File: src/rtl/flat_mem_arbiter_if.sv
// Requester req/ack ports and DDR2 flat-port signals shared by flat_mem_arbiter.
// slave = arbiter view, master = requesters + controller view.
interface flat_mem_arbiter_if #(parameter int ADDR_W = 23);
    logic              m0_req, m0_we, m0_ack;
    logic [ADDR_W-1:0] m0_addr;
    logic [7:0]        m0_wdata, m0_rdata;
    logic              m1_req, m1_we, m1_ack;
    logic [ADDR_W-1:0] m1_addr;
    logic [7:0]        m1_wdata, m1_rdata;
    logic              mem_CEb, mem_WEb, mem_Q_oe, mem_ready;
    logic [ADDR_W-1:0] mem_A;
    logic [7:0]        mem_Q_out, mem_Q_in;
    logic              err;

    modport slave (
        input  m0_req, m0_we, m0_addr, m0_wdata, m1_req, m1_we, m1_addr, m1_wdata,
        input  mem_Q_in, mem_ready,
        output m0_ack, m0_rdata, m1_ack, m1_rdata,
        output mem_CEb, mem_WEb, mem_A, mem_Q_out, mem_Q_oe, err
    );
    modport master (
        output m0_req, m0_we, m0_addr, m0_wdata, m1_req, m1_we, m1_addr, m1_wdata,
        output mem_Q_in, mem_ready,
        input  m0_ack, m0_rdata, m1_ack, m1_rdata,
        input  mem_CEb, mem_WEb, mem_A, mem_Q_out, mem_Q_oe, err
    );
endinterface

File: src/rtl/flat_mem_arbiter.sv
// Two-port round-robin arbiter in front of the DDR2 controller flat CEb/WEb/A/Q port.
// Optional watchdog: define ARB_TIMEOUT_EN (otherwise err is tied low).
module flat_mem_arbiter #(
    parameter int ADDR_W     = 23,
    parameter int GAP_CYCLES = 4,
    parameter int TIMEOUT    = 1023
) (
    input logic               clk,
    input logic               reset,
    flat_mem_arbiter_if.slave bus
);
    typedef enum logic [2:0] {S_IDLE, S_ISSUE, S_BUSY, S_DONE, S_GAP} state_t;
    localparam int GW = $clog2(GAP_CYCLES + 1);

    state_t        state;
    logic [GW-1:0] gap_cnt;
    logic          last_grant, grant;
    logic          any_req, pick, sel_we;
    logic [7:0]    rd_val;

`ifdef ARB_TIMEOUT_EN
    localparam int TW = $clog2(TIMEOUT + 1);
    logic [TW-1:0] to_cnt;
    logic          timed_out, to_hit;
    assign to_hit = (to_cnt == TW'(TIMEOUT - 1));
    assign rd_val = timed_out ? 8'hFF : bus.mem_Q_in;
`else
    assign rd_val  = bus.mem_Q_in;
    assign bus.err = 1'b0;
`endif

    // Both requesting: the port that did not win last time; otherwise the lone requester.
    always_comb begin
        any_req = bus.m0_req | bus.m1_req;
        pick    = (bus.m0_req & bus.m1_req) ? ~last_grant : bus.m1_req;
        sel_we  = pick ? bus.m1_we : bus.m0_we;
    end

    always_ff @(posedge clk) begin
        if (reset) begin
            state        <= S_GAP;
            gap_cnt      <= GW'(GAP_CYCLES);
            last_grant   <= 1'b1;
            grant        <= 1'b0;
            bus.mem_CEb  <= 1'b1;
            bus.mem_WEb  <= 1'b1;
            bus.mem_A    <= '0;
            bus.mem_Q_out <= 8'h00;
            bus.mem_Q_oe <= 1'b0;
            bus.m0_ack   <= 1'b0;
            bus.m1_ack   <= 1'b0;
            bus.m0_rdata <= 8'h00;
            bus.m1_rdata <= 8'h00;
`ifdef ARB_TIMEOUT_EN
            to_cnt       <= '0;
            timed_out    <= 1'b0;
            bus.err      <= 1'b0;
`endif
        end else begin
            bus.m0_ack <= 1'b0;
            bus.m1_ack <= 1'b0;
            case (state)
                S_IDLE: begin
                    if (bus.mem_ready && any_req) begin
                        grant         <= pick;
                        bus.mem_A     <= pick ? bus.m1_addr : bus.m0_addr;
                        bus.mem_Q_out <= pick ? bus.m1_wdata : bus.m0_wdata;
                        bus.mem_WEb   <= ~sel_we;
                        bus.mem_Q_oe  <= sel_we;
                        bus.mem_CEb   <= 1'b0;
                        state         <= S_ISSUE;
`ifdef ARB_TIMEOUT_EN
                        to_cnt        <= '0;
                        timed_out     <= 1'b0;
`endif
                    end
                end
                // Controller acknowledges the CE falling edge by dropping ready.
                S_ISSUE: begin
                    if (!bus.mem_ready) state <= S_BUSY;
`ifdef ARB_TIMEOUT_EN
                    else if (to_hit) begin
                        timed_out <= 1'b1;
                        state     <= S_DONE;
                    end else to_cnt <= to_cnt + 1'b1;
`endif
                end
                S_BUSY: begin
                    if (bus.mem_ready) state <= S_DONE;
`ifdef ARB_TIMEOUT_EN
                    else if (to_hit) begin
                        timed_out <= 1'b1;
                        state     <= S_DONE;
                    end else to_cnt <= to_cnt + 1'b1;
`endif
                end
                S_DONE: begin
                    if (bus.mem_WEb) begin
                        if (grant) bus.m1_rdata <= rd_val;
                        else       bus.m0_rdata <= rd_val;
                    end
                    if (grant) bus.m1_ack <= 1'b1;
                    else       bus.m0_ack <= 1'b1;
                    bus.mem_CEb  <= 1'b1;
                    bus.mem_WEb  <= 1'b1;
                    bus.mem_Q_oe <= 1'b0;
                    last_grant   <= grant;
                    gap_cnt      <= GW'(GAP_CYCLES);
                    state        <= S_GAP;
`ifdef ARB_TIMEOUT_EN
                    if (timed_out) bus.err <= 1'b1;
`endif
                end
                // CEb stays high long enough for the controller to see a fresh falling edge.
                S_GAP: begin
                    if (gap_cnt <= GW'(1)) state <= S_IDLE;
                    else gap_cnt <= gap_cnt - 1'b1;
                end
                default: state <= S_GAP;
            endcase
        end
    end
endmodule
File: src/flat_wrapper.sv
// flat-port wrapper written by rule: the top's interface ports become plain ports
module flat_mem_arbiter_flat 
#(
    parameter int ADDR_W     = 23,
    parameter int GAP_CYCLES = 4,
    parameter int TIMEOUT    = 1023
)
  (clk, reset, bus_m0_req, bus_m0_we, bus_m0_addr, bus_m0_wdata, bus_m1_req, bus_m1_we, bus_m1_addr, bus_m1_wdata, bus_mem_Q_in, bus_mem_ready, bus_m0_ack, bus_m0_rdata, bus_m1_ack, bus_m1_rdata, bus_mem_CEb, bus_mem_WEb, bus_mem_A, bus_mem_Q_out, bus_mem_Q_oe, bus_err);
  flat_mem_arbiter_if #(.ADDR_W(ADDR_W)) bus_i ();
  input logic clk;
  input logic reset;
  input wire logic [$bits(bus_i.m0_req)-1:0] bus_m0_req;
  input wire logic [$bits(bus_i.m0_we)-1:0] bus_m0_we;
  input wire logic [$bits(bus_i.m0_addr)-1:0] bus_m0_addr;
  input wire logic [$bits(bus_i.m0_wdata)-1:0] bus_m0_wdata;
  input wire logic [$bits(bus_i.m1_req)-1:0] bus_m1_req;
  input wire logic [$bits(bus_i.m1_we)-1:0] bus_m1_we;
  input wire logic [$bits(bus_i.m1_addr)-1:0] bus_m1_addr;
  input wire logic [$bits(bus_i.m1_wdata)-1:0] bus_m1_wdata;
  input wire logic [$bits(bus_i.mem_Q_in)-1:0] bus_mem_Q_in;
  input wire logic [$bits(bus_i.mem_ready)-1:0] bus_mem_ready;
  output wire logic [$bits(bus_i.m0_ack)-1:0] bus_m0_ack;
  output wire logic [$bits(bus_i.m0_rdata)-1:0] bus_m0_rdata;
  output wire logic [$bits(bus_i.m1_ack)-1:0] bus_m1_ack;
  output wire logic [$bits(bus_i.m1_rdata)-1:0] bus_m1_rdata;
  output wire logic [$bits(bus_i.mem_CEb)-1:0] bus_mem_CEb;
  output wire logic [$bits(bus_i.mem_WEb)-1:0] bus_mem_WEb;
  output wire logic [$bits(bus_i.mem_A)-1:0] bus_mem_A;
  output wire logic [$bits(bus_i.mem_Q_out)-1:0] bus_mem_Q_out;
  output wire logic [$bits(bus_i.mem_Q_oe)-1:0] bus_mem_Q_oe;
  output wire logic [$bits(bus_i.err)-1:0] bus_err;
  assign bus_i.m0_req = bus_m0_req;
  assign bus_i.m0_we = bus_m0_we;
  assign bus_i.m0_addr = bus_m0_addr;
  assign bus_i.m0_wdata = bus_m0_wdata;
  assign bus_i.m1_req = bus_m1_req;
  assign bus_i.m1_we = bus_m1_we;
  assign bus_i.m1_addr = bus_m1_addr;
  assign bus_i.m1_wdata = bus_m1_wdata;
  assign bus_i.mem_Q_in = bus_mem_Q_in;
  assign bus_i.mem_ready = bus_mem_ready;
  assign bus_m0_ack = bus_i.m0_ack;
  assign bus_m0_rdata = bus_i.m0_rdata;
  assign bus_m1_ack = bus_i.m1_ack;
  assign bus_m1_rdata = bus_i.m1_rdata;
  assign bus_mem_CEb = bus_i.mem_CEb;
  assign bus_mem_WEb = bus_i.mem_WEb;
  assign bus_mem_A = bus_i.mem_A;
  assign bus_mem_Q_out = bus_i.mem_Q_out;
  assign bus_mem_Q_oe = bus_i.mem_Q_oe;
  assign bus_err = bus_i.err;
  flat_mem_arbiter #(.ADDR_W(ADDR_W), .GAP_CYCLES(GAP_CYCLES), .TIMEOUT(TIMEOUT)) u_core (.clk(clk), .reset(reset), .bus(bus_i));
endmodule
File: config.mk
export PLATFORM = sky130hd
export DESIGN_NAME = flat_mem_arbiter_flat
export DESIGN_NICKNAME = d
export VERILOG_FILES = /design/src/rtl/flat_mem_arbiter_if.sv /design/src/rtl/flat_mem_arbiter.sv /design/src/flat_wrapper.sv
export SDC_FILE = /design/constraint.sdc
export NUM_CORES = 1
export LEC_CHECK = 0
export CORE_MARGIN = 3
export CORE_UTILIZATION = 40
export DETAILED_ROUTE_END_ITERATION = 10
export PLACE_DENSITY = 0.83
export SLEW_MARGIN = 20
export SYNTH_ARGS = -nofsm -noshare
export SYNTH_HDL_FRONTEND = slang
export SYNTH_SLANG_ARGS = --single-unit
export TNS_END_PERCENT = 50
File: constraint.sdc
create_clock -name clk -period 2 [get_ports clk]
set_clock_uncertainty 0.05 [all_clocks]
set_input_delay 0.2 -clock clk [delete_from_list [all_inputs] [get_ports clk]]
set_output_delay 0.2 -clock clk [all_outputs]
set_load 0.03 [all_outputs]
---- Word level (Yosys, flattened, before mapping) ----
Cells that the tools add are included.
storage, ports and cells
  output and inout port bits .............. 53
  ROM bits ................................ 0
  register bits ........................... 60
  memories ................................ 0
  bits in writable memories ............... 0
  latch bits .............................. 0
  input bits .............................. 77
  word-level logic and storage cells ...... 60
cells by class
  bitwise operators ....................... 6
  reduce and logical (&&, ||, !) cells .... 11
  magnitude comparators ................... 1
  equality and inequality tests ........... 9
  multiplexer cells ....................... 19
  shifts and indexed selects .............. 0
  $mul .................................... 0
  $add $sub $neg .......................... 1
  divide/modulo/power cells ............... 0
operators by type and width
  operator                                                         count
  two-way mux 23 bit                                               1
  two-way mux 3 bit                                                5
  one-hot mux 3 bit (4 select lines)                               1
  two-way mux 8 bit                                                1
  two-way mux 1 bit                                                7
  == test 3 x 2 -> 1 bit (second input constant)                   2
  != test 2 bit (second input constant)                            3
  one-hot mux 1 bit (2 select lines)                               3
  one-hot mux 3 bit (2 select lines)                               1
  AND reduction 2 bit                                              3
  AND reduction 3 bit                                              2
  != test 2 x 1 -> 1 bit (second input constant)                   2
  NOT 1 bit                                                        4
  AND reduction 4 bit                                              1
  nonzero test 2 bit                                               2
  == test 3 x 1 -> 1 bit (second input constant)                   1
  == test 3 bit (second input constant)                            1
  less-or-equal comparator 3 x 1 -> 1 bit (second input constant)  1
  zero test 3 bit                                                  1
  subtractor 3 x 1 -> 3 bit (second input constant)                1
  OR reduction 2 bit                                               1
  bitwise AND 1 bit                                                1
  logical AND 1 bit                                                1
  bitwise OR 1 bit                                                 1

---- Depth between registers and ports, before layout ----
Gate-level depths: netlist of run 1.
  word-level depth ........................ 6
  gate-level depth with buffers ........... 5
  gate-level depth less buffers ........... 5

---- Worst setup path after synthesis of run 1 ----
OpenSTA, ideal clock, no wires.
  path type ............................... register to register
  start point ............................. reg u_core.state[2]
  end point ............................... reg u_core.grant
  arrival time ............................ 1.423 ns
  path buffers ............................ 1
  data required time ...................... 1.880 ns
  library setup time ...................... 0.070 ns
  period minus slack after synthesis ...... 1.543 ns
  stages on the path, launching flop included .. 5
  slack ................................... 0.457 ns
  cell sequence ........................... dfxtp_1 > buf_6 > or4b_4 > or3_1 > a21oi_1
between the ends
  cells in the longest elaborated chain, start to end .. 2
RTL lines
  what                           line                    text
  from (decl)                    flat_mem_arbiter.sv:15  state_t state;
  from (signal assigned)         flat_mem_arbiter.sv:41  state <= S_GAP;
  from (signal assigned)         flat_mem_arbiter.sv:71  state <= S_ISSUE;
  from (signal assigned)         flat_mem_arbiter.sv:80  if (!bus.mem_ready) state <= S_BUSY;
  zero test 3 bit                flat_mem_arbiter.sv:62  case (state)
  AND reduction 2 bit (no line)  n/a
  to (signal assigned)           flat_mem_arbiter.sv:65  grant <= pick;
  to (decl)                      flat_mem_arbiter.sv:17  logic last_grant, grant;
No other way between the ends.
A chain may end at the register's enable or synchronous reset.

---- Worst setup path after layout of run 1 ----
  start point ............................. reg u_core.bus.mem_WEb
  end point ............................... out bus_mem_WEb
RTL lines
  what                    line                       text
  from (decl)             flat_mem_arbiter_if.sv:19  output mem_CEb, mem_WEb, mem_A, mem_Q_out, mem_Q_oe, err
  from (signal assigned)  flat_mem_arbiter.sv:68     bus.mem_WEb <= ~sel_we;
  to (decl)               flat_wrapper.sv:27         output wire logic [$bits(bus_i.mem_WEb)-1:0] bus_mem_WEb;
No word-level cell between the ends.

==> results of run 1 <==
cells in the mapped netlist:
library cell / number / area (um2)
a21bo_2: 1 / 10.01
a21oi_1: 19 / 95.09
a221oi_1: 31 / 271.5
a32o_1: 1 / 10.01
a32oi_1: 1 / 8.760
and2_1: 1 / 6.260
and4_1: 1 / 8.760
and4b_2: 1 / 11.26
buf_2: 5 / 25.02
buf_4: 1 / 7.510
buf_6: 1 / 11.26
clkbuf_1: 25 / 93.84
conb_1: 1 / 3.750
dfxtp_1: 60 / 1201
ha_1: 2 / 25.02
inv_1: 39 / 146.4
mux2_2: 1 / 11.26
mux2i_1: 2 / 20.02
nand2_1: 4 / 15.01
nand3_1: 20 / 100.1
nand3b_1: 1 / 7.510
nand4b_1: 1 / 8.760
nor2_1: 3 / 11.26
nor2b_1: 1 / 6.260
nor3_1: 2 / 10.01
nor3b_1: 2 / 15.01
nor4_1: 3 / 18.77
nor4b_4: 1 / 23.77
nor4bb_1: 1 / 10.01
o211ai_1: 2 / 15.01
o21ai_0: 20 / 100.1
o21ai_1: 1 / 5.000
o21ba_2: 1 / 10.01
o32ai_1: 31 / 271.5
or2_2: 1 / 6.260
or3_1: 1 / 6.260
or4b_4: 1 / 13.76
registers in the layout, summed over array words and instances, names as in the netlist:
signal and cells:
u_core.bus.m0_ack 1, u_core.bus.mem_Q_out 8, u_core.bus.mem_CEb 1, u_core.state 3, u_core.bus.mem_A 23, u_core.bus.m1_ack 1, u_core.bus.mem_WEb 1, u_core.bus.mem_Q_oe 1
u_core.gap_cnt 3, u_core.bus.m0_rdata 8, u_core.grant 1, u_core.last_grant 1, u_core.bus.m1_rdata 8
logic make-up after synthesis:
| group | Yosys count | share of synthesized area, % |
|---|---|---|
| adder cells (fa/ha/maj) | 2 | 0.9545 |
| other | 1 | 0.1431 |
| multiplexers | 3 | 1.193 |
| AND/OR/NAND/NOR | 45 | 10.64 |
| buffers and inverters | 71 | 10.84 |
| AO/OA/AOI/OAI | 108 | 30.41 |
| flip-flops | 60 | 45.82 |
power groups by stage:
stage / logic, W / clock network [W] / registers [W]
3_5_place_dp: 0.00106 / 0 / 0.00146
5_1_grt: 0.00114 / 0.00106 / 0.00146
2_1_floorplan: 0.000441 / 0 / 0.00163
6_report: 0.00106 / 0.000988 / 0.00144
3_3_place_gp: 0.00104 / 0 / 0.00145
4_1_cts: 0.00106 / 0.00101 / 0.00144
metrics by stage:
stage               power (W)  setup WS (ns)  util [%]
floorplan            0.002076         0.4571         -
global placement     0.002489         0.2088     64.51
detailed placement   0.002523         0.1891     64.51
CTS                  0.003511         0.3008     67.47
global route         0.003666         0.2512     67.47
finish               0.003485         0.3159     67.47
area by class of cell:
type	count	area (um2)
fill	486	1994
timing repair buffer	139	1371
sequential	60	1201
multi-input combinational	159	1142
clock buffer	15	176.4
inverter	39	146.4
tap	75	93.84
clock inverter	1	5.005
layer usage:
metal | routed length, um | vias to the layer above
met5 | 0 | -
met4 | 129 | 0
met3 | 536 | 13
met2 | 4152 | 99
met1 | 3309 | 1272
li1 | - | 1327
worst register-to-register path: cells and delay by family, from the launching register on:
kind,cells,cell delay (ns)
and+or+nand+nor,2,0.96
DFF,1,0.45
AOI/OAI and AO/OA,1,0.12
path summary, 6_finish.rpt:
check | end | cells after the start | slack, ns | startpoint
setup / recovery | bus_mem_WEb | 1 | 0.32 | u_core.bus.mem_WEb
setup reg to reg | u_core.grant | 3 | 0.36 | u_core.state[1]
hold reg to reg | u_core.bus.mem_A[2] | 2 | 0.41 | u_core.bus.mem_A[2]
hold / removal | u_core.bus.m1_rdata[7] | 2 | 0.19 | reset
==> flow_summary.yaml, run 1 <==
status:
  status: "finished clean"
detailed_routing:
  ant_nets: 0
  wl_per_cell_um: 16.66
  vias: 2711
  drt-total-wl_um: 8128
  remaining_drc_errors: 0
  drt_iter0_markers: 150
  firstDrtPassIters: 6
  viasPerCell: 5.555
final_layout:
  drive_above_1_share_pct: 8.232
  syn_to_final_growth_pct: 57.80
  layout_common_cells: "clkdlybuf4s50_1, dfxtp_1, inv_1, o32ai_1, a221oi_1"
  fin_nets: 487
  fin_cells: 488
  diodes: 0
  final_cell_area_um2: 4136
  final_common_cell: "clkdlybuf4s50_1"
setup_path:
  crit_buf_inv: 1
  end_kind: "output port"
  critPathArrivalTime_ns: 1.43
  required_ns: 1.75
  worstPathMaxFanout: 4
  worstPathCellList: "clkdlybuf4s50_1"
  cp_slowest_cell: "clkdlybuf4s50_1"
  crit_path_max_incr_delay_ns: 0.72
  cp-start-kind: "flip-flop"
  path_delay_family: "buffers and inverters"
  crit_type: "reg2out"
placement:
  globalplace.congestion: 0.7692
  port_buffers: 128
  dp_hpwl_um: 5998
  place_area_um2: 3955
  dp_cells: 472
pwr:
  vdd.ir_drop.worst_mv: 0.6405
  power_leakage_nw: 1.420
  combinationalPowerShare_pct: 30.4
  p_int_w: 0.002404
  powerDensity_nw_per_um2: 842.6
  power_frac_clock_pct: 28.4
  switching_share_pct: 31.02
  power_switching_w: 0.001081
  seqPwrFrac_pct: 41.3
floorplan:
  rows: 28
  core_area_um2: 6131
  die_w_um: 86.95
  start_util_pct: 42.76
  dieArea_um2: 7560
  boundaryPins: 130
  die_y_um: 86.95
grt:
  overflow: 0
  first_global_vias: 2521
  busiest_layer: "met2"
  grt.total_usage_pct: 21.41
  gr-usage-met3_pct: 4.825
  grt_pass1_wl_um: 12710
  grt_util_met1_pct: 26.88
  antenna_found_initial: 0
  grt_max_degree: 34
  use_met2_pct: 35.13
cts:
  post_cts_buffers: 0
  clock_latency_ns: 0.33
  cts_resized: 0
  cts_tree: "built"
  clock_path_buffers: 2
  cts_root_buf: "clkbuf_8"
  cts_made_buffers: 9
  path_clk_slew_ns: 0.06
  hold_buffers: 0
  cts_sinks: 60
  htree_levels: 3
sta:
  worstMarginPinSlew_ns: 0.5499
  rsz0062_at_grt: "false"
  tns_ns: 0
  fmax_ghz: 0.5938
  period_needed_ns: 1.684
  fin_hold_ws_ns: 0.1946
  slew_headroom_pct: 63.30
  hold_viol: 0
  fin_crit_sh_pct: 84.20
  setup_viol: 0
  drv_slew: 0
yosys:
  synth_area_per_cell_um2: 9.039
  synth_seq_cells: 60
  ys_warn_count: 0
  synth_cell_types: 37
  syn-num-nets: 369
  seq_area_frac_synth_pct: 45.82
  synth_cells: 290
  syn_area_um2: 2621
hold_path:
  hp-class: "in2reg"
flow_run:
  maxCapViolations: 0
(Power assumes the default switching activity.)
==> run 2: changes to the inputs <==
- CORE_UTILIZATION: 40 -> 36
- PLACE_DENSITY: 0.83 -> 0.79
- clock period: 2 -> 1.4 ns (I/O delays scaled with it)
==> run 2 against run 1 <==
  * Via count rose by 4.6%
  * Sequential share of layout area is 2.1 points lower
  * Clock power grew 60%
  * Largest power group unchanged
  * The run now ends with negative setup slack left
  * Sequential power rose by 41%
  * Critical endpoint is now u_core.grant
  * Utilization decreased by 2.9 points
  * Hold slack lost 0.078 ns
==> flow_summary.yaml, run 2 (same netlist as run 1, synthesis figures left out) <==
status:
  status: "complete, but fails checks"
  violations: "negative setup slack"
detailed_routing:
  drt_iter0_markers: 132
  wl_per_cell_um: 16.81
  vias: 2835
  ant_nets: 0
  remaining_drc_errors: 0
  drt-total-wl_um: 8825
  viasPerCell: 5.400
  firstDrtPassIters: 5
sta:
  hold_viol: 0
  fmax_ghz: 0.6794
  rsz0062_at_grt: "true"
  fin_hold_ws_ns: 0.1170
  setup_viol: 24
  drv_slew: 0
  period_needed_ns: 1.472
  fin_crit_sh_pct: 105.1
  final.setup.worst_slack_ns: -0.07182
final_layout:
  drive_above_1_share_pct: 19.81
  final_common_cell: "clkdlybuf4s50_1"
  diodes: 0
  largest-register: "u_core.bus.mem_A"
  fin_nets: 503
  syn_to_final_growth_pct: 71.03
  layout_common_cells: "clkdlybuf4s50_1, dfxtp_1, dlygate4sd2_1, inv_1, o32ai_1"
  largest_reg_flops: 23
  final_core_util_pct: 64.56
cts:
  path_clk_slew_ns: 0.06
  cts_root_buf: "clkbuf_8"
  cts_made_buffers: 9
  cts_sinks: 60
  htree_levels: 3
  clock_latency_ns: 0.33
  clock_path_buffers: 2
  hold_buffers: 0
  cts_tree: "built"
placement:
  port_buffers: 128
  globalplace.congestion: 0.8283
  dp_hpwl_um: 6375
grt:
  antenna_found_initial: 0
  first_global_vias: 2785
  grt_pass1_wl_um: 13810
  grt.total_usage_pct: 20.46
  overflow: 0
  grt_max_degree: 32
setup_path:
  required_ns: 1.61
  crit_buf_inv: 0
  crit_type: "reg2reg"
  critPathArrivalTime_ns: 1.68
  cp-start-kind: "flip-flop"
  worstPathMaxFanout: 4
  crit_path_max_incr_delay_ns: 0.56
  worstPathCellList: "or4b_4 > or3_1 > a21oi_1"
  end_kind: "flip-flop"
  cp_slowest_cell: "or4b_4"
  path_delay_family: "simple AND/OR/NAND/NOR gates"
flow_run:
  maxCapViolations: 0
pwr:
  vdd.ir_drop.worst_mv: 0.5716
  p_total_w: 0.005318
  powerDensity_nw_per_um2: 1186
  power_leakage_nw: 1.743
hold_path:
  hp-class: "in2reg"
floorplan:
  core_area_um2: 6944
  start_util_pct: 37.75
  boundaryPins: 130
  die_w_um: 91.33
  dieArea_um2: 8341
  die_y_um: 91.33
  rows: 30
-- run 2: cell types whose count changed in the layout (fill, tap and decap cells not counted), sizes merged --
cell	before	now
dlygate4sd2	0	52
clkinvlp	0	1
buf	12	28
clkbuf	15	12
clkdlybuf4s50	127	75
clkinv	1	2
bufinv	0	1
-- run 2: final timing paths --
kind,start,to,slack (ns),cells after the start
worst max-delay path,u_core.state[1],u_core.grant,-0.07,3
worst min-delay path,reset,u_core.bus.mem_A[20],0.12,2
worst max register to register,u_core.state[1],u_core.grant,-0.07,3
worst min register to register,u_core.bus.mem_A[3],u_core.bus.mem_A[3],0.41,2
-- run 2: layout make-up --
type                       count  area [um2]
clock buffer                  12       155.1
inverter                      39       146.4
fill                         557        2461
clock inverter                 4       47.55
sequential                    60        1206
tap                           96       120.1
timing repair buffer         155        1484
multi-input combinational    159        1324
-- run 2: report_power, final --
part           switching (W)  internal, W  total, W
Sequential          0.000122      0.00191   0.00203
Clock               0.000668     0.000914   0.00158
Combinational       0.000920     0.000783   0.00170
Total                0.00171      0.00361   0.00532
-- run 2: worst register-to-register path: stages (launching register included) --
cell and delay, ns:
dfxtp_2 0.35, or4b_4 0.56, or3_1 0.32, a21oi_1 0.13
-- run 2: metrics by stage --
step	cell area [um2]	TNS, ns	worst slack, ns	cells
after floorplan	2629	-0.08914	-0.08914	290
after global placement	4141	-8.910	-0.3109	509
after detailed placement	4141	-10.44	-0.3423	509
after CTS	4307	-0.09908	-0.05897	525
after global routing	4483	-2.193	-0.09314	525
final	4483	-0.3426	-0.07182	525
-- run 2: repair_timing --
action,in CTS,in global routing
buffers inserted,0,0
endpoints found under the setup margin,86,37
pin swaps,1,5
resized for setup,59,30
-- run 2: layer usage --
metal | vias to the layer above | track usage [%] | share of wire, %
li1 | 1372 | - | -
met1 | 1370 | 23.71 | 40
met2 | 84 | 35.93 | 53
met3 | 9 | 6.545 | 6.0
met4 | 0 | 5.905 | 1.3
met5 | - | 0 | 0
